--- src/rtl/cpu_pkg.sv ---
// Shared CPU front-end definitions: datapath width, reset PC, PC increment,
// fetch FSM state encoding and the instruction-queue entry payload.
package cpu_pkg;

   localparam int unsigned XLEN = 32;
   localparam logic [XLEN-1:0] PC_RESET = 32'h0;
   localparam logic [XLEN-1:0] PC_STEP = 32'd4;

   typedef enum logic [1:0] {
      IDLE  = 2'd0,
      FETCH = 2'd1,
      DROP  = 2'd2
   } ifetch_state_t;

   typedef struct packed {
      logic [XLEN-1:0] pc;
      logic [XLEN-1:0] inst;
   } fetch_entry_t;

endpackage

--- src/rtl/ifetch_fifo.sv ---
// Instruction queue between fetch and decode.
// Ports: clk, rst (sync, active-low); push/push_pc/push_inst write an entry;
// pop retires the head; flush empties the queue (wins over push and pop);
// count is the occupancy; head_valid/head_pc/head_inst present the head.
// Head outputs come straight from storage, so a push shows up one cycle later.
module ifetch_fifo
   import cpu_pkg::*;
#(
   parameter int unsigned DEPTH = 2
) (
   input  logic                      clk,
   input  logic                      rst,
   input  logic                      push,
   input  logic [XLEN-1:0]           push_pc,
   input  logic [XLEN-1:0]           push_inst,
   input  logic                      pop,
   input  logic                      flush,
   output logic [$clog2(DEPTH):0]    count,
   output logic                      head_valid,
   output logic [XLEN-1:0]           head_pc,
   output logic [XLEN-1:0]           head_inst
);

   localparam int unsigned AW = $clog2(DEPTH);
   localparam int unsigned CW = AW + 1;

   fetch_entry_t    mem [DEPTH];
   logic [AW-1:0]   wr_ptr;
   logic [AW-1:0]   rd_ptr;
   logic            do_push;
   logic            do_pop;

   // Guard against misuse: never write when full, never read when empty.
   assign do_push = push && (count < CW'(DEPTH));
   assign do_pop  = pop && (count != '0);

   // Storage, pointers and occupancy; pointers wrap naturally (DEPTH is 2^n).
   always_ff @(posedge clk) begin
      if (!rst) begin
         wr_ptr <= '0;
         rd_ptr <= '0;
         count  <= '0;
         for (int i = 0; i < int'(DEPTH); i++) begin
            mem[i] <= '0;
         end
      end else if (flush) begin
         wr_ptr <= '0;
         rd_ptr <= '0;
         count  <= '0;
      end else begin
         if (do_push) begin
            mem[wr_ptr] <= '{pc: push_pc, inst: push_inst};
            wr_ptr      <= wr_ptr + AW'(1);
         end
         if (do_pop) begin
            rd_ptr <= rd_ptr + AW'(1);
         end
         count <= count + CW'(do_push) - CW'(do_pop);
      end
   end

   assign head_valid = (count != '0);
   assign head_pc    = mem[rd_ptr].pc;
   assign head_inst  = mem[rd_ptr].inst;

endmodule

--- src/rtl/ifetch.sv ---
// Instruction fetch unit: drives the next PC, issues instruction-memory
// requests, queues responses for decode and handles redirects.
// Ports: clk, rst (sync, active-low); pc_i/npc_o connect to the external
// PC register; redirect_i/redirect_pc_i flush and retarget fetch;
// imem_* is the instruction-memory request/ack handshake; inst_* is the
// valid/ready queue head toward decode.
// Build option IFETCH_PERF_EN adds fetch_cnt_o (accepted pushes) and
// drop_cnt_o (discarded responses).
module ifetch
   import cpu_pkg::*;
#(
   parameter int unsigned DEPTH = 2
) (
   input  logic        clk,
   input  logic        rst,
   input  logic [31:0] pc_i,
   output logic [31:0] npc_o,
   input  logic        redirect_i,
   input  logic [31:0] redirect_pc_i,
   output logic        imem_req_o,
   output logic [31:0] imem_addr_o,
   input  logic        imem_ack_i,
   input  logic [31:0] imem_rdata_i,
   output logic        inst_valid_o,
   output logic [31:0] inst_o,
   output logic [31:0] inst_pc_o,
   input  logic        inst_ready_i
`ifdef IFETCH_PERF_EN
   ,
   output logic [31:0] fetch_cnt_o,
   output logic [15:0] drop_cnt_o
`endif
);

   localparam int unsigned CW = $clog2(DEPTH) + 1;

   ifetch_state_t   state;
   ifetch_state_t   state_nxt;
   logic [XLEN-1:0] drop_addr;
   logic [XLEN-1:0] drop_addr_nxt;
   logic [CW-1:0]   count;
   logic            room;
   logic            push;
   logic            pop;
   logic            flush;
   logic            discard;

   assign room = (count < CW'(DEPTH));

   // State and drop-address registers.
   always_ff @(posedge clk) begin
      if (!rst) begin
         state     <= IDLE;
         drop_addr <= '0;
      end else begin
         state     <= state_nxt;
         drop_addr <= drop_addr_nxt;
      end
   end

   // Next-state, request and next-PC decode.
   always_comb begin
      state_nxt     = state;
      drop_addr_nxt = drop_addr;
      npc_o         = pc_i;
      imem_req_o    = 1'b0;
      imem_addr_o   = pc_i;
      push          = 1'b0;
      flush         = 1'b0;
      discard       = 1'b0;
      case (state)
         IDLE: begin
            state_nxt = FETCH;
         end
         FETCH: begin
            imem_req_o = room;
            if (redirect_i) begin
               flush = 1'b1;
               npc_o = redirect_pc_i;
               if (room && imem_ack_i) begin
                  discard = 1'b1;
               end else if (room) begin
                  // Outstanding request must still be drained at its old address.
                  state_nxt     = DROP;
                  drop_addr_nxt = pc_i;
               end
            end else if (room && imem_ack_i) begin
               push  = 1'b1;
               npc_o = pc_i + PC_STEP;
            end
         end
         DROP: begin
            imem_req_o  = 1'b1;
            imem_addr_o = drop_addr;
            discard     = imem_ack_i;
            if (redirect_i) begin
               flush = 1'b1;
               npc_o = redirect_pc_i;
            end else if (imem_ack_i) begin
               state_nxt = FETCH;
            end
         end
         default: begin
            state_nxt = IDLE;
         end
      endcase
   end

   // A redirect-cycle pop is dropped: the flush empties the queue anyway.
   assign pop = inst_valid_o && inst_ready_i && !flush;

   ifetch_fifo #(
      .DEPTH(DEPTH)
   ) u_fifo (
      .clk        (clk),
      .rst        (rst),
      .push       (push),
      .push_pc    (pc_i),
      .push_inst  (imem_rdata_i),
      .pop        (pop),
      .flush      (flush),
      .count      (count),
      .head_valid (inst_valid_o),
      .head_pc    (inst_pc_o),
      .head_inst  (inst_o)
   );

`ifdef IFETCH_PERF_EN
   // Free-running event counters; wrap on overflow.
   always_ff @(posedge clk) begin
      if (!rst) begin
         fetch_cnt_o <= '0;
         drop_cnt_o  <= '0;
      end else begin
         if (push) begin
            fetch_cnt_o <= fetch_cnt_o + 32'd1;
         end
         if (discard) begin
            drop_cnt_o <= drop_cnt_o + 16'd1;
         end
      end
   end
`endif

endmodule

--- config.mk ---
export PLATFORM = sky130hd
export DESIGN_NAME = ifetch
export DESIGN_NICKNAME = d
export VERILOG_FILES = /design/src/rtl/cpu_pkg.sv /design/src/rtl/ifetch_fifo.sv /design/src/rtl/ifetch.sv
export SDC_FILE = /design/constraint.sdc
export NUM_CORES = 1
export LEC_CHECK = 0
export CAP_MARGIN = 25
export CORE_MARGIN = 4
export CORE_UTILIZATION = 43
export CTS_CLUSTER_DIAMETER = 100
export CTS_CLUSTER_SIZE = 12
export DETAILED_ROUTE_END_ITERATION = 8
export GPL_TIMING_DRIVEN = 0
export PLACE_DENSITY = 0.83
export SLEW_MARGIN = 0
export SYNTH_ARGS = -nofsm -noshare
export SYNTH_HDL_FRONTEND = slang
export SYNTH_SLANG_ARGS = --single-unit
--- constraint.sdc ---
create_clock -name clk -period 3.7 [get_ports clk]
set_input_delay 0.37 -clock clk [delete_from_list [all_inputs] [get_ports clk]]
set_output_delay 0.37 -clock clk [all_outputs]
set_load 0.005 [all_outputs]
Yosys cells after proc, flatten, opt, wreduce, memory -nomap -nowiden
Memories as Yosys holds them, arrays and structs flattened. A register that Yosys moved wholly into a read port is not among the register bits. Index checks and enable logic that the tools add are counted.

Register bits after elaboration: 38. Output and inout bits: 130. Logic and storage cells: 61. Input port bits: 101. Bits in latches: 0. Bits in writable memories: 128. Memories kept: 1. ROM bits: 0.

$add $sub $neg: 5. Magnitude comparators: 1. Bitwise logic cells: 2. Eq/ne operators: 7. Divide/modulo/power cells: 0. Shift operators: 0. Reductions and logical operators: 13. $mul: 0. Mux-type cells: 27.

Memories: u_fifo.mem (words 2, bits a word 64, read ports 1, clocked after Yosys merged registers in 1, write ports 2, RTL line ifetch_fifo.sv:27) `fetch_entry_t mem [DEPTH];`.

Operators with widths (number): 2-to-1 mux 32 bit (4); 2-to-1 mux 64 bit (1); case mux 32 bit (2 select lines) (1); OR reduction 64 bit (1); adder 32 x 3 -> 32 bit (second input constant) (1); 2-to-1 mux 1 bit (14); 2-to-1 mux 2 bit (5); inequality test 2 bit (second input constant) (5); case mux 2 bit (3 select lines) (1); logical AND 1 bit (5); AND reduction 5 bit (1); AND reduction 4 bit (1); OR reduction 2 bit (2); adder 1 bit (second input constant) (2); adder 2 x 1 -> 2 bit (1); == test 2 x 1 -> 1 bit (second input constant) (1); == test 2 bit (second input constant) (1); logical NOT 2 bit (1); < comparator 2 bit (second input constant) (1); inverter 1 bit (2); case mux 1 bit (2 select lines) (1); nonzero test 2 bit (1); subtractor 2 x 1 -> 2 bit (1); logical NOT 1 bit (1).

Logic depth before layout (Yosys ltp)
Gate-level depths: netlist (run 1).

Word-level depth: 12. Gate-level depth with buffers: 12.

Modules after synthesis
Synthesis (run 1) repeated with hierarchy kept, for this count alone.

Cells, all modules: 825. Area total of the unflattened synthesis: 8957.3 µm².

Modules (own cells, without submodules): ifetch_fifo (cells each 370, times used 1, area an instance 5775.5 µm²); ifetch (cells each 455, times used 1, area an instance 3181.8 µm²).

Worst setup path before layout (run 1)
No wires, ideal clock.

Kind: reg-to-reg. Start point: register state[1]. End point: memory u_fifo.mem[0][0] in the netlist's numbering, enable pin. Arrival time: 2609 ps. Buffers on the path: 1. Stages on the path, launching flop included: 7. Data required time: 3276 ps. Setup slack: 667 ps. Period minus slack after synthesis: 3033 ps. Path through: dfxtp_1 inv_1 ha_1 nand2b_2 or3_1 buf_2 nand2_1.

RTL lines: start: declaration (RTL line ifetch.sv:37) `ifetch_state_t state;`; start signal: assignment (RTL line ifetch.sv:56) `state <= state_nxt;`; end: declaration (RTL line ifetch_fifo.sv:27).

Worst setup path in the final report (run 1)
Start point: input pc_i[3]. End point: output npc_o[10].

Cells in the longest elaborated chain, start to end: 4.

Ends and longest elaborated chain: start: declaration (RTL line ifetch.sv:16) `input logic [31:0] pc_i,`; adder 32 x 3 -> 32 bit (RTL line ifetch.sv:89) `npc_o = pc_i + PC_STEP;`; 2-to-1 mux 32 bit (RTL line ifetch.sv:87) `end else if (room && imem_ack_i) begin`; 2-to-1 mux 32 bit (RTL line ifetch.sv:77) `if (redirect_i) begin`; case mux 32 bit (2 select lines) (RTL line ifetch.sv:71) `case (state)`; end: declaration (RTL line ifetch.sv:17) `output logic [31:0] npc_o,`.

Every way passes these cells.

==> results of run 1 <==
[final cells by class]
type / instances / area (um^2)
Buffer: 62 / 275
Tap cell: 265 / 332
Fill cell: 1673 / 7810
Clock buffer: 17 / 425
Timing Repair Buffer: 219 / 2190
Sequential cell: 167 / 4620
Multi-Input combinational cell: 554 / 3780
Clock inverter: 15 / 165
Inverter: 12 / 45.0
[cell usage in the layout (no fill, tap or decap), drive strengths merged, types with 3 or more instances in the layout]
cell type / instances
dfxtp: 39
nor4: 3
a21oi: 49
clkdlybuf4s50: 218
clkbuf: 51
xor2: 14
nor3: 15
a22o: 4
nor2: 30
o21ai: 35
inv: 17
and2: 122
buf: 28
clkinvlp: 4
nand3: 12
or2: 3
nand4: 9
nor2b: 4
nand2: 92
edfxtp: 128
a32oi: 3
clkinv: 4
a22oi: 15
mux2: 93
and3: 4
ha: 7
o22ai: 3
[path summary, 6_finish.rpt]
kind	cells past startpoint	from	to
hold / removal	3	pc_i[20]	drop_addr[20]$_SDFFE_PN0P_
setup reg to reg	12	state[1]$_SDFFE_PN0P_	u_fifo.count[1]$_SDFF_PP0_
hold reg to reg	2	drop_addr[27]$_SDFFE_PN0P_	drop_addr[27]$_SDFFE_PN0P_
setup / recovery	8	pc_i[3]	npc_o[10]
[Yosys cell counts, drive strengths merged (2+ instances only)]
cell type  instances  share of area (%)
a211oi             2               0.17
a21o               2               0.17
a21oi             49                2.8
a22o               4               0.40
a22oi             15                1.3
a31o               2               0.20
a32oi              3               0.30
a41o               2               0.23
a41oi              2               0.20
and2             122                8.8
and3               4               0.29
and4               2               0.20
buf               28                1.7
clkbuf            34                1.5
dfxtp             39                9.0
edfxtp           128                 44
ha                 7                1.0
inv               11               0.47
mux2              93                 12
mux2i              2               0.23
nand2             92                4.0
nand2b             2               0.17
nand3             12               0.98
nand3b             2               0.17
nand4              9               0.72
nor2              30                1.4
nor2b              4               0.29
nor3              15                1.0
nor4               3               0.46
o211ai             2               0.17
o21a               2               0.17
o21ai             35                2.0
o22ai              3               0.22
or2                3               0.22
or3                2               0.14
xnor2              2               0.20
xor2              14                1.4
[routing by layer]
layer,part of all wire [%],track usage (%),vias up
met1,40,28.7,3400
met3,7.9,5.42,45
met2,50,38.9,314
met4,2.6,7.32,0
met5,0,0,-
li1,-,-,3314
[power breakdown]
| group | leakage, nW | total, mW | internal [mW] | switching (mW) |
|---|---|---|---|---|
| Sequential | 1.64 | 2.16 | 2.13 | 0.0354 |
| Clock | 0.278 | 1.79 | 1.01 | 0.782 |
| Combinational | 2.39 | 1.28 | 0.676 | 0.607 |
| Total | 4.32 | 5.23 | 3.81 | 1.42 |
[cells by family after synthesis]
family                     after synthesis  synth area share (%)
buffers and inverters                   74                  3.64
DFF                                    167                  53.2
xor gates and xnor gates                16                  1.61
muxes                                   95                  12.3
and+or+nand+nor                        303                  18.9
AOI/OAI and AO/OA                      133                  9.38
adders and majority gates                7                  1.01
[state kept, by name, summed over array words and instances, names as in the netlist, named ones only]
signal         count
u_fifo.count       2
u_fifo.rd_ptr      1
state              2
u_fifo.mem       128
u_fifo.wr_ptr      1
drop_addr         32
[critical path: cells and delay by family]
family	cells	cell delay, ns
muxes	1	0.13
buffers and inverters	2	1.25
AOI/OAI and AO/OA	1	0.31
and+or+nand+nor	3	0.88
adders and majority gates	1	0.29
[what timing repair did]
| item | 4_1_cts | 5_1_grt |
|---|---|---|
| gates resized for setup | 1 | 7 |
| endpoints found under the setup margin | 5 | 16 |
| cloned | 0 | 0 |
| buffers inserted | 0 | 0 |
==> results.yml, run 1 <==
status:
  status: "finished clean"
sta:
  final-setup-viol-count: 0
  layout_worst_path_cycle_share_pct: 97.4
  timing.clock.skew_ns: 0.0102
  timing.final.max_slew_violations: 0
  finalWorstSetupSlack_ns: 0.0957
  tightestPinTransition_ns: 0.895
  max_freq_ghz: 0.277
  final-hold-violation-count: 0
  setup_repair_after_global_routing_missed_its_margin: "false"
  timing.max_slew.rel_slack_pct: 40.3
  timing.hold.ws_ns: 0.241
  finalWorstPathRequiredPeriod_ns: 3.60
  tns_ns: 0
flow_run:
  max_capacitance_violation_total: 0
critical_path:
  critical-path-max-stage-delay_ns: 0.68
  worst_setup_path_end_kind: "output port"
  worst-setup-path-type: "in -> out"
  timing.critical_path.slowest_stage_cell: "sky130_fd_sc_hd__clkdlybuf4s50_1"
  critical_path.max_fanout: 7
  critical_path.cell_chain: "clkdlybuf4s50_1 -> ha_1 -> nand4b_1 -> nor2_1 -> nand3_1 -> mux2i_1 -> o21ai_0 -> clkdlybuf4s50_1"
  r2r_slack_ns: 0.73
  critical_path_arrival_ns: 3.23
  timing.critical_path.from_type: "input pin"
  worst_ep_required_time_ns: 3.33
  crit_path_frequent_cell: "sky130_fd_sc_hd__clkdlybuf4s50_1"
cts:
  clkTransAtPathRegs_ns: 0.07
  cts-hold-fix-buffers: 0
  cts_root_buffer: "sky130_fd_sc_hd__clkbuf_16"
  tritoncts_num_sinks: 167
  worstSkewPairLatency_ns: 0.43
  max-clock-path-buffers: 2
  tritoncts: "yes"
  cts-buffers-inserted: 17
  htree_num_levels: 4
placed_design:
  gp_routability_congestion: 0.938
  post-place-ws_ns: 0.0497
  numPlacedInstances: 1279
  detailed_place_hpwl_um: 19200
  postPlaceCellArea_um2: 11200
  port-buffer-count: 219
logic_synthesis:
  post_synth_inst_count: 795
  post_synthesis_cell_area_um2: 8700
  postSynthRegisterBits: 167
  syn_nets: 903
  synthesis.yosys.warnings: 0
  synth.distinct_cells: 62
  postSynth.topFlopCell: "sky130_fd_sc_hd__edfxtp_1"
  synth_enable_flop_cells: 128
  synth_async_sr_flop_share_pct: 0
  synth-seq-area-share_pct: 53.2
  post_synthesis_mean_instance_area_um2: 10.9
floorplanning:
  die_area_um2: 22600
  die_w_um: 150
  dieHeight_um: 150
  fp-row-count: 51
  placeableCoreArea_um2: 19700
  top_level_ports: 231
  initial_utilization_pct: 44.3
final_layout:
  instances_no_fill: 1311
  utilization_pct: 60.3
  num_antenna_cells: 0
  design.final.nets: 1141
  syn2layout_area_growth_pct: 36.2
  finalInstanceArea_um2: 11800
  layout-drive-gt1-share_pct: 16.3
pwr:
  report.power.total_mw: 5.23
  power.ir.vdd_worst_uv: 325
  power-per-cell-area_nw_per_um2: 442
  static-leakage-power_nw: 4.32
global_routing:
  initial_antenna_violation_count: 0
  first_pass_grt_wire_length_um: 39500
  grt.total_usage_pct: 22.8
  grt_overflow_total: 0
  first_global_vias: 7165
  largest_net_degree_at_the_start_of_global_routing: 65
drt:
  drt.antenna.violating_nets: 0
  detail_route.vias_per_cell: 5.40
  routed_wirelength_um: 25900
  wl_per_cell_um: 19.8
  drt_drc_violations_left: 0
  drt_pass1_iterations: 5
  dr_total_vias: 7073
  drt-initial-drc-count: 447
min_path:
  timing.hold.worst.class: "in -> reg"
Power figures use the tool's default switching activity.
==> inputs of run 2 (changes only) <==
--- a/config.mk
+++ b/config.mk
@@ -11,7 +11,6 @@
 export CTS_CLUSTER_DIAMETER = 100
 export CTS_CLUSTER_SIZE = 12
 export DETAILED_ROUTE_END_ITERATION = 8
-export GPL_TIMING_DRIVEN = 0
 export PLACE_DENSITY = 0.83
 export SLEW_MARGIN = 0
 export SYNTH_ARGS = -nofsm -noshare
==> results.yml, run 2 (synthesized netlist as in run 1, its figures left out) <==
sta:
  tns_ns: 0
  final-hold-violation-count: 0
  final-setup-viol-count: 0
  timing.final.max_slew_violations: 0
  timing.max_slew.rel_slack_pct: 41.4
  max_freq_ghz: 0.298
  timing.clock.skew_ns: 0.0107
  setup_repair_after_global_routing_missed_its_margin: "false"
  tightestPinTransition_ns: 0.879
  finalWorstPathRequiredPeriod_ns: 3.36
  layout_worst_path_cycle_share_pct: 90.7
drt:
  drt-initial-drc-count: 519
  drt_pass1_iterations: 6
  drt.antenna.violating_nets: 0
  drt_drc_violations_left: 0
  dr_total_vias: 6989
  detail_route.vias_per_cell: 5.39
  wl_per_cell_um: 19.2
  routed_wirelength_um: 24900
cts:
  worstSkewPairLatency_ns: 0.42
  cts_root_buffer: "sky130_fd_sc_hd__clkbuf_16"
  cts-buffers-inserted: 17
  post_cts.repair.setup_buffers: 0
  tritoncts_num_sinks: 167
  htree_num_levels: 4
  max-clock-path-buffers: 2
  cts-hold-fix-buffers: 0
  cts_repair_resize_count: 0
  clkTransAtPathRegs_ns: 0.06
  tritoncts: "yes"
floorplanning:
  placeableCoreArea_um2: 19700
  die_area_um2: 22600
  initial_utilization_pct: 44.3
  die_w_um: 150
  dieHeight_um: 150
  top_level_ports: 231
  fp-row-count: 51
global_routing:
  largest_net_degree_at_the_start_of_global_routing: 65
  grt.total_usage_pct: 21.9
  first_global_vias: 7121
  initial_antenna_violation_count: 0
  grt_overflow_total: 0
  first_pass_grt_wire_length_um: 38300
placed_design:
  port-buffer-count: 230
  detailed_place_hpwl_um: 17900
  gp_routability_congestion: 0.903
status:
  status: "finished clean"
critical_path:
  cp_top_family: "buffers and inverters"
  worst_ep_required_time_ns: 3.33
  critical-path-max-stage-delay_ns: 0.63
  worst-setup-path-type: "in -> out"
  critical_path_arrival_ns: 2.99
  worst_setup_path_end_kind: "output port"
  timing.critical_path.from_type: "input pin"
  critical_path.cell_chain: "clkdlybuf4s50_1 -> nand4_2 -> nor4_4 -> buf_4 -> nand4_1 -> xor2_1 -> o21ai_1 -> clkdlybuf4s50_1"
  crit_path_frequent_cell: "sky130_fd_sc_hd__clkdlybuf4s50_1"
  timing.critical_path.slowest_stage_cell: "sky130_fd_sc_hd__clkdlybuf4s50_1"
  critical_path.n_buffers_inverters: 3
  critical_path.max_fanout: 10
final_layout:
  syn2layout_area_growth_pct: 38.2
  num_antenna_cells: 0
  reg.largest.list: "u_fifo.mem: 128 flops, drop_addr: 32 flops"
  number_of_flip_flops_under_the_largest_register_name: 128
  final_common_cell: "sky130_fd_sc_hd__clkdlybuf4s50_1"
  layout.cells.most_common_list: "230 x sky130_fd_sc_hd__clkdlybuf4s50_1, 128 x sky130_fd_sc_hd__edfxtp_1, 122 x sky130_fd_sc_hd__and2_1"
  layout-drive-gt1-share_pct: 17.6
  design.final.nets: 1128
  utilization_pct: 61.2
  max_flop_register: "u_fifo.mem"
pwr:
  static-leakage-power_nw: 4.38
  power.ir.vdd_worst_uv: 345
  power-per-cell-area_nw_per_um2: 438
min_path:
  timing.hold.worst.class: "reg -> reg"
flow_run:
  max_capacitance_violation_total: 0
run 2: cell types whose count changed in the layout (fill, tap and decap cells not counted), sizes merged:
| cell | delta |
|---|---|
| inv | -1 |
| clkdlybuf4s50 | +12 |
| bufinv | +1 |
| clkinv | -1 |
| buf | +10 |
| dlymetal6s2s | -1 |
| clkinvlp | -1 |
| clkbuf | -33 |
run 2: area by class of cell:
| cell class | count | area (um^2) |
|---|---|---|
| Clock buffer | 18 | 429 |
| Timing Repair Buffer | 268 | 2640 |
| Fill cell | 1617 | 7630 |
| Inverter | 12 | 45.0 |
| Sequential cell | 167 | 4630 |
| Tap cell | 265 | 332 |
| Multi-Input combinational cell | 554 | 3780 |
| Clock inverter | 13 | 170 |
run 2: through the flow:
step	area, um^2	worst slack (ns)	hold WS, ns	total power [mW]	std cells
after floorplan	8700	0.667	0.433	2.77	795
after global placement	11400	0.423	0.438	3.47	1266
after detailed placement	11400	0.401	0.446	3.49	1266
after CTS	12000	0.379	0.455	5.30	1297
after global routing	12000	0.228	0.474	5.48	1297
final	12000	0.344	0.456	5.26	1297
run 2: metal layers:
layer  vias to the layer above  track usage [%]  share of wire (%)
li1                       3289                -                  -
met4                         0             9.19                3.5
met3                        55             5.00                8.1
met1                      3322             28.2                 41
met2                       323             35.7                 47
met5                         -                0                  0
run 2: path summary, 6_finish.rpt:
kind	depth (start not counted)	endpoint	slack, ns	from
min reg2reg	2	drop_addr[13]$_SDFFE_PN0P_	0.46	drop_addr[13]$_SDFFE_PN0P_
min	2	drop_addr[13]$_SDFFE_PN0P_	0.46	drop_addr[13]$_SDFFE_PN0P_
max	8	npc_o[31]	0.34	pc_i[9]
max reg2reg	8	u_fifo.mem[1][53]$_SDFFCE_PN0P_	1.12	state[1]$_SDFFE_PN0P_
run 2: worst reg2reg max path, delay by kind of cell, from the launching register on:
| kind | cells | cell delay (ns) |
|---|---|---|
| flip-flops | 1 | 0.34 |
| AND/OR/NAND/NOR | 4 | 1.14 |
| buffers and inverters | 3 | 0.62 |
| adder cells (fa/ha/maj) | 1 | 0.16 |
run 2: power by group:
part	total [mW]	leakage [nW]	internal, mW	switching, mW
Sequential	2.20	1.64	2.12	0.0716
Combinational	1.25	2.45	0.705	0.549
Clock	1.81	0.284	1.07	0.740
Total	5.26	4.38	3.90	1.36
==> inputs of run 3 (changes only) <==
--- a/config.mk
+++ b/config.mk
@@ -6,12 +6,14 @@
 export NUM_CORES = 1
 export LEC_CHECK = 0
 export CAP_MARGIN = 25
+export CELL_PAD_IN_SITES_DETAIL_PLACEMENT = 1
+export CELL_PAD_IN_SITES_GLOBAL_PLACEMENT = 2
 export CORE_MARGIN = 4
-export CORE_UTILIZATION = 43
+export CORE_UTILIZATION = 31
 export CTS_CLUSTER_DIAMETER = 100
 export CTS_CLUSTER_SIZE = 12
 export DETAILED_ROUTE_END_ITERATION = 8
-export PLACE_DENSITY = 0.83
+export PLACE_DENSITY = 0.92
 export SLEW_MARGIN = 0
 export SYNTH_ARGS = -nofsm -noshare
 export SYNTH_HDL_FRONTEND = slang
==> results.yml, run 3 (synthesized netlist as in run 1, its figures left out) <==
drt:
  dr_total_vias: 7010
  wl_per_cell_um: 20.6
  detail_route.vias_per_cell: 4.97
  drt.antenna.violating_nets: 0
  drt-initial-drc-count: 487
  routed_wirelength_um: 29100
  drt_pass1_iterations: 5
  drt_drc_violations_left: 0
pwr:
  total_switching_power_mw: 1.43
  combinationalPowerShare_pct: 24.9
  cellInternalPower_mw: 3.72
  power.clock.fraction_pct: 32.4
  power.ir.vdd_worst_uv: 268
  power-per-cell-area_nw_per_um2: 424
  static-leakage-power_nw: 4.37
  swShare_pct: 27.8
  share_seq_of_total_power_pct: 42.8
critical_path:
  worst_r2r_startpoint: "state[1]$_SDFFE_PN0P_"
  critical-path-max-stage-delay_ns: 0.57
  r2r-end: "u_fifo.mem[1][23]$_SDFFCE_PN0P_"
  critical_path_arrival_ns: 3.02
  r2r_slack_ns: 1.17
  rr_worst_depth: 7
  worst_ep_required_time_ns: 3.33
  worst_setup_path_end_kind: "output port"
  timing.critical_path.slowest_stage_cell: "sky130_fd_sc_hd__ha_1"
  critical_path.cell_chain: "inv_1 -> ha_1 -> buf_4 -> o221ai_1 -> a31o_2 -> a21boi_0 -> clkdlybuf4s50_1"
  timing.critical_path.from_type: "register"
  critical_path.max_fanout: 14
  worst-setup-path-type: "reg -> out"
global_routing:
  grt.total_usage_pct: 18.6
  first_pass_grt_wire_length_um: 44100
  initial_antenna_violation_count: 0
  largest_net_degree_at_the_start_of_global_routing: 65
  grt_overflow_total: 0
  first_global_vias: 7380
sta:
  final-hold-violation-count: 0
  max_freq_ghz: 0.295
  timing.clock.skew_ns: 0.00924
  tightestPinTransition_ns: 0.956
  finalWorstPathRequiredPeriod_ns: 3.39
  setup_repair_after_global_routing_missed_its_margin: "false"
  timing.max_slew.rel_slack_pct: 36.3
  final-setup-viol-count: 0
  finalWorstSetupSlack_ns: 0.305
  timing.final.max_slew_violations: 0
  tns_ns: 0
  timing.hold.ws_ns: 0.455
  layout_worst_path_cycle_share_pct: 91.8
floorplanning:
  fp-row-count: 61
  die_area_um2: 30800
  top_level_ports: 231
  die_w_um: 176
  initial_utilization_pct: 31.4
  placeableCoreArea_um2: 27700
  dieHeight_um: 176
min_path:
  min_delay_path_depth: 2
  timing.hold.worst.class: "reg -> reg"
  hold_path_end: "drop_addr[5]$_SDFFE_PN0P_"
  hp-start: "drop_addr[5]$_SDFFE_PN0P_"
cts:
  max-clock-path-buffers: 2
  cts_root_buffer: "sky130_fd_sc_hd__clkbuf_16"
  post_cts.repair.setup_buffers: 0
  cts_repair_resize_count: 0
  worstSkewPairLatency_ns: 0.43
  tritoncts_num_sinks: 167
  clkTransAtPathRegs_ns: 0.07
  htree_num_levels: 4
  tritoncts: "yes"
  cts-hold-fix-buffers: 0
  cts-buffers-inserted: 17
final_layout:
  reg.largest.list: "u_fifo.mem: 128 flops, drop_addr: 32 flops"
  num_antenna_cells: 0
  number_of_flip_flops_under_the_largest_register_name: 128
  syn2layout_area_growth_pct: 39.4
  layout-drive-gt1-share_pct: 17.7
  final_common_cell: "sky130_fd_sc_hd__clkdlybuf4s50_1"
  register_area_um2: 4630
  max_flop_register: "u_fifo.mem"
  design.final.nets: 1128
  layout.cells.most_common_list: "230 x sky130_fd_sc_hd__clkdlybuf4s50_1, 128 x sky130_fd_sc_hd__edfxtp_1, 122 x sky130_fd_sc_hd__and2_1"
  filler_cell_count: 3016
  utilization_pct: 43.8
  multi_input_area_um2: 3780
flow_run:
  max_capacitance_violation_total: 0
placed_design:
  post-place-ws_ns: 0.355
  port-buffer-count: 230
  detailed_place_hpwl_um: 20800
  gp_routability_congestion: 0.843
status:
  status: "finished clean"
==> run 3: changes by cell type in the layout (fill, tap and decap cells not counted), sizes merged <==
cell	change
bufinv	-3
clkbuf	+1
clkinv	+4
clkinvlp	-2
inv	+1
==> run 3: critical path: cells and delay by family (launching register included) <==
family	cells	cell delay [ns]
buffers and inverters	3	0.94
AO/OA/AOI/OAI	3	0.68
adder cells (fa/ha/maj)	1	0.57
flip-flops	1	0.39
==> run 3: power groups by stage <==
| stage | Sequential, mW | Combinational, mW | Clock [mW] |
|---|---|---|---|
| after floorplan | 2.19 | 0.573 | 0 |
| after global placement | 2.23 | 1.27 | 0 |
| after detailed placement | 2.24 | 1.29 | 0 |
| after CTS | 2.20 | 1.30 | 1.71 |
| after global routing | 2.21 | 1.38 | 1.78 |
| final | 2.20 | 1.28 | 1.66 |
==> run 3: through the flow <==
step / cell area [um^2] / cells / power [mW]
2_1_floorplan: 8700 / 795 / 2.77
3_3_place_gp: 11600 / 1379 / 3.50
3_5_place_dp: 11600 / 1379 / 3.53
4_1_cts: 12100 / 1411 / 5.20
5_1_grt: 12100 / 1411 / 5.37
6_report: 12100 / 1411 / 5.15
==> run 3: how the worst max path moves through the flow <==
stage                                     start                             end  cells after the start
final                     state[0]$_SDFFE_PN0P_                       npc_o[15]                      7
after global routing      state[1]$_SDFFE_PN0P_                       npc_o[11]                      8
after CTS                 state[1]$_SDFFE_PN0P_                       npc_o[11]                      8
after detailed placement                pc_i[3]                       npc_o[20]                      8
after global placement                  pc_i[2]                       npc_o[18]                      9
after floorplan           state[1]$_SDFFE_PN0P_  u_fifo.mem[0][0]$_SDFFCE_PN0P_                      6
==> run 3: final cells by class <==
cell class | instances | area share [%]
clock buffers | 19 | 3.65
clock inverters | 13 | 0.774
inverters | 12 | 0.371
multi-input cells | 554 | 31.2
flip-flops and latches | 167 | 38.2
well taps | 378 | 3.90
repair buffers | 268 | 22.0
==> run 3: routing by layer <==
layer	global-route usage, %	vias up	wire [um]
li1	-	3283	-
met1	24.1	3482	12700
met2	31.2	209	14100
met3	4.09	36	1600
met4	5.69	0	651
met5	0	-	0
==> variant 1 (config.mk and constraints of run 1) <==
Take the reset off `drop_addr` and load it in a clocked block of its own.
--- a/src/rtl/ifetch.sv
+++ b/src/rtl/ifetch.sv
@@ -53,7 +53,9 @@
          state     <= IDLE;
-         drop_addr <= '0;
       end else begin
          state     <= state_nxt;
-         drop_addr <= drop_addr_nxt;
       end
+   end
+
+   always_ff @(posedge clk) begin
+      drop_addr <= drop_addr_nxt;
    end
Function: no difference found for any inputs over 4 cycles, from zero or initial values and one cycle with rst low; that may be too few to reach the edited logic, so the function may still have changed.
==> variant 1 against run 1 <==
  * Sequential cell count stayed put
  * Worst setup slack better by 0.046 ns
  * Cell area up 2.9%
  * Routed wire length up 0.96%
  * Highest routed layer unchanged
  * Utilization hardly changed
  * Total power rose by 0.16%
  * Area after synthesis rose by 1.7%
  * Register-to-register slack better by 0.33 ns
  * Largest power group unchanged
==> variant 1: results (changes against run 1) <==
- The met2 routing resource usage after global routing is 38.4% (was 38.9%).
- The post-placement cell count is 1,217 (was 1,279).
- The share of the final layout cell area in multi-input gates is 30.0% (was 31.9%).
- The wire length of the first global-routing pass came to 39,500 um (about the same).
- The number of nets produced by synthesis was 820 (was 903).
- The flop-to-flop setup slack is 1.06 ns (was 0.73 ns).
- The multi-input logic cell count was 480 (was 554).
- The met3 global-route usage is 5.18% (was 5.42%).
- The highest-delay cell along the critical path is clkbuf_1 (was clkdlybuf4s50_1).
- The mux cell area share after synthesis was 15.2% (was 12.3%).
- The routed length on met1 was 10,500 um (was 10,300 um).
- The via count of the first global-routing pass is 6,944 (was 7,165).
- The count of placed standard cells in the final layout, fillers left out is 1,249 (was 1,311).
- The setup slack after placement is 0.0803 ns (was 0.0497 ns).
- The length of routed met3 wiring came to 2170 um (was 2050 um).
- The sequential share of the synthesized area came to 55.9% (was 53.2%).
- The portion of the layout cell area used by clock cells is 4.74% (was 4.99%).
- The xor and xnor area share after synthesis is 0.495% (was 1.61%).
- The worst min-delay path class is reg -> reg (was in -> reg).
- The peak supply drop was 0.000304 V (was 0.000325 V).
- The sequential cell area share is 40.5% (was 39.0%).
- The fraction of area in non-clock buffers is 21.5% (was 20.8%).
- The hold-critical path endpoint is u_fifo.rd_ptr (was drop_addr[20]).
- The highest cell delay on the worst timing path is 0.56 ns (was 0.68 ns).
- The met2 wire length was 13,000 um (was 12,900 um).
- The via density per instance is 5.51 (was 5.40).
- The count of clock-net buffers in the final layout came to 21 (was 17).
- The total global routing track utilization is 22.9% (was 22.8%).
- The final HPWL from detailed placement was 18,900 um (was 19,200 um).
- The met1 routing resource usage after global routing is 29.1% (was 28.7%).
- The ratio of cells with drive above 1 in the final layout is 18.1% (was 16.3%).
- The number of design-rule violations left by the first detailed-router iteration is 487 (was 447).
- The area fraction in compound gates after synthesis is 7.12% (was 9.38%).
- The cell count of the worst hold path came to 2 (was 3).
- The data arrival time of the critical path is 3.19 ns (was 3.23 ns).
- The worst hold slack is 0.510 ns (was 0.241 ns).
- The leakage power summed over all cells is 4.47 nW (was 4.32 nW).
- The mean area per synthesized cell was 12.4 um^2 (was 10.9 um^2).
- The number of non-clock inverters came to 14 (was 12).
- The number of enable-type register cells in the synthesized netlist came to 160 (was 128).
- Cell types with the largest area share after synthesis: edfxtp_1 (54%), mux2_2 (12%), and2_1 (8.8%) (was edfxtp_1 (44%), mux2_2 (12%), dfxtp_1 (9.0%)).
- The row count is 52 (was 51).
- The wire length per cell after detailed routing was 21.0 um (was 19.8 um).
- The slew of the pin with the lowest slew margin is 0.836 ns (was 0.895 ns).
- The number of different library cells in the post-synthesis netlist is 63 (was 62).
- Run status: completed (unchanged).
- The clock skew is 0.0127 ns (was 0.0102 ns).
variant 1: changes by cell type after synthesis, sizes merged, moves of 10 or more:
cell,change
mux2i,+13
mux2,+12
dfxtp,-32
buf,-10
a21oi,-37
xor2,-11
nand2,-59
edfxtp,+32
variant 1: what timing repair did:
action	in CTS	in global routing
gates resized for setup	2	5
pin swaps	0	0
endpoints found under the setup margin	10	19
hold endpoints to repair	0	0
variant 1: worst max path at each step:
stage / start / to / slack (ns) / cells after the start
finish: state[0] / npc_o[30] / 0.14 / 9
global route: pc_i[2] / npc_o[14] / 0.009 / 8
CTS: state[0] / npc_o[27] / 0.13 / 9
detailed placement: redirect_i / npc_o[27] / 0.08 / 8
global placement: redirect_i / state[1] / -1.23 / 5
floorplan: state[1] / state[1] / 0.52 / 6
variant 1: report_power, final:
part,switching [mW],internal [mW]
clock,0.762,0.964
sequential,0.0278,2.18
combinational,0.603,0.702
total,1.39,3.85
==> variant 2 (flow settings as in run 1) <==
Made on the original files. The option `IFETCH_PERF_EN` is turned on by a define.
--- a/src/rtl/ifetch.sv
+++ b/src/rtl/ifetch.sv
@@ -8,2 +8,4 @@
 // drop_cnt_o (discarded responses).
+`define IFETCH_PERF_EN
+
 module ifetch
Behaviour (old outputs only; new: drop_cnt_o and fetch_cnt_o): unchanged (equiv_simple and equiv_induct, registers matched by name and starting in step).
==> variant 2 against run 1 <==
  * Sequential cell count up 48
  * Routed wire length up 43%
  * Worst setup slack about the same
  * Non-clock buffer count up 70
  * Utilization down 0.97 points
  * Total power up 16%
  * Cell area up 27%
  * Area after synthesis up 28%
  * Critical path type unchanged
==> variant 2: results (changes against run 1) <==
- The highest cell delay on the worst timing path came to 0.64 ns (was 0.68 ns).
- Most numerous cell types in the synthesized netlist: and2_1 (153), edfxtp_1 (128), nand2_1 (117), mux2_2 (91), dfxtp_1 (87) (was edfxtp_1 (128), and2_1 (122), mux2_2 (93), nand2_1 (92), a21oi_1 (49)).
- The number of nets produced by synthesis is 1,194 (was 903).
- The number of design-rule violations left by the first detailed-router iteration was 1,090 (was 447).
- The maximum buffer depth of the clock tree is 3 (was 2).
- Cell types with the largest area share after synthesis: edfxtp_1 (35%), dfxtp_1 (16%), mux2_2 (9.2%) (was edfxtp_1 (44%), mux2_2 (12%), dfxtp_1 (9.0%)).
- The vias after detailed routing is 9,747 (was 7,073).
- The count of placed standard cells in the final layout, fillers left out is 1,727 (was 1,311).
- The flop-to-flop setup slack was 0.76 ns (was 0.73 ns).
- The highest routed metal layer was met5 (was met4).
- The sequential cell power is 2.68 mW (was 2.16 mW).
- The final HPWL from detailed placement was 27,200 um (was 19,200 um).
- The routed length on met1 is 14,000 um (was 10,300 um).
- The number of H-tree levels is 1 (was 4).
- The total clock buffers created by CTS came to 21 (was 17).
- Run status: completed (unchanged).
- The leakage power summed over all cells is 5.44 nW (was 4.32 nW).
- The routed wire length came to 37,000 um (was 25,900 um).
- The wire length of the first global-routing pass is 55,400 um (was 39,500 um).
- The proportion of power drawn by flip-flops and latches is 44.0% (was 41.3%).
- The sequential share of the synthesized area is 50.3% (was 53.2%).
- The met2 wire length came to 17,700 um (was 12,900 um).
- The number of antenna violations at the first check in global routing is 3 (was 0).
- The post-layout net count is 1,491 (was 1,141).
- The power of the combinational group was 1.46 mW (was 1.28 mW).
- The slew of the pin with the lowest slew margin is 0.814 ns (was 0.895 ns).
- The maximum number of pins on one net before global-route repair is 35 (was 65).
variant 2: cell count changes after synthesis, sizes merged, moves of 20 or more:
cell	delta
dfxtp	+48
a21boi	+46
clkbuf	+36
and2	+31
nand2	+25
buf	-21
a21oi	-20
variant 2: cell families after synthesis:
| logic type | share of synthesized area (%) |
|---|---|
| compound gates | 10.7 |
| xor+xnor | 3.00 |
| fa+ha+maj | 1.01 |
| buf+inv | 3.47 |
| flops | 50.3 |
| mux | 9.40 |
| simple gates | 22.1 |
variant 2: metrics by stage:
| stage | util, % | setup WS (ns) |
|---|---|---|
| 2_1_floorplan | - | 0.437 |
| 3_3_place_gp | 56.1 | -0.847 |
| 3_5_place_dp | 56.6 | -0.152 |
| 4_1_cts | 59.1 | 0.0209 |
| 5_1_grt | 59.3 | -0.0262 |
| 6_report | 59.3 | 0.0959 |
variant 2: repair_timing:
action	CTS	global route
gates resized for setup	22	17
pin swaps	1	2
endpoints found under the setup margin	45	29
buffers inserted	1	3
variant 2: how the worst max path moves through the flow:
stage / from / slack (ns) / depth (start not counted) / to
floorplan: state[1] / 0.44 / 6 / u_fifo.mem[0][0]
global placement: state[1] / -0.85 / 6 / u_fifo.mem[0][7]
detailed placement: pc_i[2] / -0.15 / 7 / npc_o[29]
CTS: pc_i[2] / 0.02 / 9 / npc_o[26]
global route: pc_i[16] / -0.03 / 7 / npc_o[29]
finish: pc_i[3] / 0.1 / 9 / npc_o[18]
variant 2: area by class of cell:
cell class | count | area, um^2
Timing Repair Buffer | 276 | 2810
Antenna cell | 3 | 7.51
Sequential cell | 215 | 5590
Tap cell | 330 | 413
Inverter | 23 | 87.6
Clock buffer | 36 | 582
Fill cell | 2038 | 10300
Multi-Input combinational cell | 769 | 5220
Buffer | 75 | 312
